===== config.mk =====
export PLATFORM = sky130hd
export DESIGN_NAME = ks_adder_pipe
export DESIGN_NICKNAME = d
export VERILOG_FILES = /design/src/rtl/ks_adder_pipe.sv
export SDC_FILE = /design/constraint.sdc
export NUM_CORES = 1
export LEC_CHECK = 0
export BUFFER_PORTS_ARGS = -buffer_cell sky130_fd_sc_hd__buf_4
export CORE_MARGIN = 3
export CORE_UTILIZATION = 25
export DETAILED_ROUTE_END_ITERATION = 10
export HOLD_SLACK_MARGIN = 0.05
export PLACE_DENSITY = 0.4
export SETUP_SLACK_MARGIN = 0.4
export SLEW_MARGIN = 20
export SYNTH_ARGS = -nofsm -noshare
export SYNTH_HDL_FRONTEND = slang
export SYNTH_SLANG_ARGS = --single-unit
export TNS_END_PERCENT = 30

===== constraint.sdc =====
create_clock -name clk -period 13.53 [get_ports clk]
set_input_delay 4.059 -clock clk [delete_from_list [all_inputs] [get_ports clk]]
set_output_delay 4.059 -clock clk [all_outputs]
set_load 0.1 [all_outputs]

===== src/rtl/ks_adder_pipe.sv =====
// Pipelined Kogge-Stone adder/subtractor with a valid/ready handshake.
// Stage 0 registers the bitwise propagate/generate terms. The prefix levels
// follow, with a register after every REG_EVERY levels except the last.
// The output register holds sum, carry-out and signed overflow.
// All stages advance together on one global enable.
module ks_adder_pipe #(
  parameter int WIDTH     = 32,
  parameter int REG_EVERY = 2,
  parameter int TAG_W     = 4
) (
  input  logic             clk,
  input  logic             rst,
  input  logic             in_valid,
  output logic             in_ready,
  input  logic [WIDTH-1:0] in_a,
  input  logic [WIDTH-1:0] in_b,
  input  logic             in_cin,
  input  logic             in_sub,
  input  logic [TAG_W-1:0] in_tag,
  output logic             out_valid,
  input  logic             out_ready,
  output logic [WIDTH-1:0] out_sum,
  output logic             out_cout,
  output logic             out_ovf,
  output logic [TAG_W-1:0] out_tag
);

  localparam int unsigned W      = WIDTH;
  localparam int unsigned LEVELS = $clog2(WIDTH);
  localparam int unsigned R      = (REG_EVERY < 1) ? 1 : REG_EVERY;
  // Index of the last prefix stage register; 0 means only the stage-0 register.
  localparam int unsigned NREG   = (LEVELS - 1) / R;

  if ((WIDTH < 4) || (WIDTH > 64) || ((WIDTH & (WIDTH - 1)) != 0)) begin : g_bad_width
    $error("ks_adder_pipe: WIDTH must be a power of two in 4..64");
  end
  if ((REG_EVERY < 1) || (REG_EVERY > int'(LEVELS))) begin : g_bad_reg_every
    $error("ks_adder_pipe: REG_EVERY must be in 1..log2(WIDTH)");
  end

  typedef struct packed {
    logic [WIDTH-1:0] g;
    logic [WIDTH-1:0] p;
  } gp_t;

  // Apply the Kogge-Stone levels lo..hi-1. At level k, bit i merges with bit
  // i-2^k. Shifting whole vectors expresses that merge. Bits below 2^k see
  // zero generate and a forced-one propagate, so they pass through unchanged.
  function automatic gp_t span(input gp_t x, input int unsigned lo, input int unsigned hi);
    gp_t              y;
    logic [WIDTH-1:0] low_mask;
    int unsigned      d;
    y = x;
    for (int unsigned k = 0; k < LEVELS; k++) begin
      if ((k >= lo) && (k < hi)) begin
        d        = 32'd1 << k;
        low_mask = ({{(WIDTH-1){1'b0}}, 1'b1} << d) - {{(WIDTH-1){1'b0}}, 1'b1};
        y.g      = y.g | (y.p & (y.g << d));
        y.p      = y.p & ((y.p << d) | low_mask);
      end
    end
    return y;
  endfunction

  logic             adv;
  logic [W-1:0]     b_eff;
  logic             vld_d [0:NREG];
  logic             vld_q [0:NREG];
  gp_t              gp_d  [0:NREG];
  gp_t              gp_q  [0:NREG];
  gp_t              gp_src[0:NREG];
  logic [W-1:0]     ps_d  [0:NREG];
  logic [W-1:0]     ps_q  [0:NREG];
  logic             c0_d  [0:NREG];
  logic             c0_q  [0:NREG];
  logic [TAG_W-1:0] tag_d [0:NREG];
  logic [TAG_W-1:0] tag_q [0:NREG];
  gp_t              gp_fin;

  logic             out_valid_d, out_valid_q;
  logic [W-1:0]     out_sum_d, out_sum_q;
  logic             out_cout_d, out_cout_q;
  logic             out_ovf_d, out_ovf_q;
  logic [TAG_W-1:0] out_tag_d, out_tag_q;

  assign adv       = !out_valid_q || out_ready;
  assign in_ready  = adv;
  assign out_valid = out_valid_q;
  assign out_sum   = out_sum_q;
  assign out_cout  = out_cout_q;
  assign out_ovf   = out_ovf_q;
  assign out_tag   = out_tag_q;

  // Prefix input of each stage; stage 0 folds the carry-in into the bit-0 generate.
  always_comb begin
    for (int unsigned s = 0; s <= NREG; s++) begin
      gp_src[s] = gp_q[s];
    end
    gp_src[0].g[0] = gp_q[0].g[0] | (gp_q[0].p[0] & c0_q[0]);
  end

  // Next-state for every stage register and the output register.
  always_comb begin
    b_eff     = in_sub ? ~in_b : in_b;
    vld_d[0]  = in_valid && adv;
    gp_d[0].p = in_a ^ b_eff;
    gp_d[0].g = in_a & b_eff;
    ps_d[0]   = in_a ^ b_eff;
    c0_d[0]   = in_sub | in_cin;
    tag_d[0]  = in_tag;
    for (int unsigned s = 1; s <= NREG; s++) begin
      vld_d[s] = vld_q[s-1];
      gp_d[s]  = span(gp_src[s-1], (s - 1) * R, s * R);
      ps_d[s]  = ps_q[s-1];
      c0_d[s]  = c0_q[s-1];
      tag_d[s] = tag_q[s-1];
    end
    gp_fin      = span(gp_src[NREG], NREG * R, LEVELS);
    out_valid_d = vld_q[NREG];
    // After the fold, G[i-1] is the carry into bit i. Bit 0 takes c0 directly.
    out_sum_d   = ps_q[NREG] ^ {gp_fin.g[W-2:0], c0_q[NREG]};
    out_cout_d  = gp_fin.g[W-1];
    out_ovf_d   = gp_fin.g[W-1] ^ gp_fin.g[W-2];
    out_tag_d   = tag_q[NREG];
  end

  // All registers shift together when the output is free or being consumed.
  always_ff @(posedge clk or posedge rst) begin
    if (rst) begin
      for (int unsigned s = 0; s <= NREG; s++) begin
        vld_q[s] <= 1'b0;
        gp_q[s]  <= '0;
        ps_q[s]  <= '0;
        c0_q[s]  <= 1'b0;
        tag_q[s] <= '0;
      end
      out_valid_q <= 1'b0;
      out_sum_q   <= '0;
      out_cout_q  <= 1'b0;
      out_ovf_q   <= 1'b0;
      out_tag_q   <= '0;
    end else if (adv) begin
      for (int unsigned s = 0; s <= NREG; s++) begin
        vld_q[s] <= vld_d[s];
        gp_q[s]  <= gp_d[s];
        ps_q[s]  <= ps_d[s];
        c0_q[s]  <= c0_d[s];
        tag_q[s] <= tag_d[s];
      end
      out_valid_q <= out_valid_d;
      out_sum_q   <= out_sum_d;
      out_cout_q  <= out_cout_d;
      out_ovf_q   <= out_ovf_d;
      out_tag_q   <= out_tag_d;
    end
  end

endmodule

==> run metrics <==
run status=complete, no violations; H-tree lvl count=2; ANT nets after route=0; DIE HEIGHT=232 um; P_int=2160 uW; routed via count=9,249; final setup TNS=0 ns; Fmax=107 MHz; worst setup path category=input port to output pin; CTS Hold Bufs=0; share of layout cells above drive strength 1=0.116; Rows=82; RSZ-0062 raised after global routing=false; final worst-path cycle share=0.692; CTS tree=built; ant diodes=0; Slew Viols, Final=0; GPL Wtd Cong=0.750; Flop pwr share=0.401; Ys Warns=0; post-synthesis adder-cell area fraction=0.0313; gr usage total=0.136; HP Class=flip-flop to flip-flop; Routed wire per std cell=16.7 um; largest net degree at the start of global routing=187; final setup vio count=0; total gr overflow=0; R2R Setup Slk=10.76 ns; CTS resizes=0; XOR/XNOR Fraction of Synth Area=0.0445; Worst-Skew Late Latency=0.52 ns; FILL cells=5,340; Async SR Flop Fraction=1.00; simple logic cell fraction of the synthesized area=0.202; Slew headroom=0.378; first-pass GRT wire length=57.4 mm; MaxCap Viol Count=0; Post-synth EDFFs=0; CTS Buffer Depth=3; root buffer cell=clkbuf_16; Layout area overhead=19.8%; routed vias/inst=4.30; clock share of power=0.235; buffers added on ports=113; combinational power share=0.364; core footprint=0.0504 mm^2; first drt pass iteration count=4; main combinational cell family by area after synthesis=simple AND/OR/NAND/NOR gates; P per Cell Area=250 mW/mm^2; Synth top area share=0.573; vias in the first global route=9,645; initial antenna violation count=0; synth top area cells=dfrtp_1, nand2_1, xor2_1, ha_1, a21oi_1; final count of hold timing violations=0; DRC Markers=0; syn_area_per_cell=9.34 um^2; Setup Fix Bufs, Post-CTS=0; Die X=232 um; WP data arrival=5.30 ns; Leakage=0.00745 uW; Num CTS Buffers=36; Most used DFF post-synth=dfrtp_1; NetSw=1670 uW; clk_skew=0.0156 ns; wirelength, routed=35.8 mm; DP HPWL=25.0 mm; Distinct cells, synth=32; fin nets=1,564; most frequent cells in the layout=nand2_1, dfrtp_1, buf_4; clk sink count=293; commonest non-fill, non-tap cell in the layout=nand2_1; net switching share of the total power=0.437; mapped cell area=0.0128 mm^2; Yosys top cell by area=dfrtp_1; Peak VDD IR=0.000117 V; worst-margin pin slew=0.933 ns; Die ar.=0.0539 mm^2; register area share after synthesis=0.573; worst hold slack=0.463 ns; post-synthesis compound-gate area fraction=0.110; Mapped Cells=1,369; syn nets=1,475; CTS clock-pin slew for the worst setup and hold paths=0.05 ns; drt first-iter violations=629; Startpoint Class=input port; crit-path max FO=110; required time worst endpoint=9.47 ns; Crit. End Element=output pin; fin crit period=9.36 ns; I/O pin total=114; mux contribution to synthesized area=0.0110; Yosys reg bits=293; Initial Util=0.254
per-layer routing:
metal / track usage / wire length, um / vias up
li1: - / - / 4664
met1: 0.201 / 18200 / 4420
met2: 0.206 / 15800 / 128
met3: 0.0220 / 1260 / 37
met4: 0.0306 / 580 / 0
met5: 0 / 0 / -
sequential cells by signal, indices dropped and copies added, names as in the netlist:
signal,flops
out_ovf,1
tag_d,8
out_cout,1
out_sum,32
out_valid,1
ps_q,31
c0_q,1
out_tag,4
c0_d,2
vld_d,2
out_tag_d,4
gp_q,174
ps_d,31
out_valid_d,1
critical path, stage by stage:
cell and delay (ns):
buf_4 0.09, nor2b_4 0.06, inv_6 0.57, buf_4 0.43
through the flow:
stage	instances	total power, uW	instance area (um^2)	setup slack (ns)	util
after floorplan	1369	2520	12800	1.38	-
after global placement	2091	2960	14200	4.15	0.282
after detailed placement	2091	2980	14200	4.13	0.282
after CTS	2148	3900	15300	4.13	0.304
after global routing	2149	4100	15300	4.06	0.304
final	2149	3830	15300	4.17	0.304
cells in the mapped netlist, types with 2 or more instances:
| cell | number |
|---|---|
| and2_1 | 2 |
| xnor2_1 | 18 |
| dfrtp_1 | 293 |
| nor3_1 | 10 |
| nand2_1 | 579 |
| a221o_1 | 2 |
| nand3_1 | 19 |
| ha_1 | 32 |
| o21a_1 | 13 |
| a21o_1 | 16 |
| a21oi_1 | 69 |
| buf_6 | 3 |
| o31a_1 | 10 |
| o2bb2ai_1 | 2 |
| o31ai_1 | 24 |
| o21ai_1 | 2 |
| nand2b_1 | 11 |
| buf_2 | 45 |
| buf_4 | 4 |
| nor2_1 | 45 |
| a211o_1 | 10 |
| o211ai_1 | 13 |
| mux2i_1 | 14 |
| o21ai_0 | 63 |
| clkbuf_1 | 16 |
| a22o_1 | 2 |
| xor2_1 | 47 |
power by group through the flow:
stage               sequential [uW]  combinational (uW)  clock [uW]
detailed placement             1560                1420           0
finish                         1540                1390         901
CTS                            1550                1420         932
global placement               1550                1410           0
global route                   1590                1540         967
floorplan                      1850                 666           0
final timing paths:
path / cells past startpoint / to / from
worst max-delay path: 4 / in_ready / out_ready
worst min-delay path: 2 / tag_d[5] / tag_d[5]
worst max register to register: 5 / gp_q[47] / out_valid
worst min register to register: 2 / tag_d[5] / tag_d[5]
max in group asynchronous: 4 / gp_q[186] / rst
min in group asynchronous: 2 / out_sum[21] / rst
logic make-up after synthesis:
kind of cell	Yosys count
AOI/OAI and AO/OA	227
buffers and inverters	71
adders and majority gates	32
xor gates and xnor gates	65
muxes	14
and+or+nand+nor	667
DFF	293
layout make-up:
class	count	area, um^2	area share
Tap cell	672	841	0.0549
Timing Repair Buffer	120	946	0.0617
Clock inverter	4	23.8	0.00155
Multi-Input combinational cell	1005	5090	0.332
Inverter	2	20.0	0.00131
Sequential cell	293	7330	0.478
Clock buffer	53	1070	0.0696
Note: power is estimated with default switching activity, not from simulation.
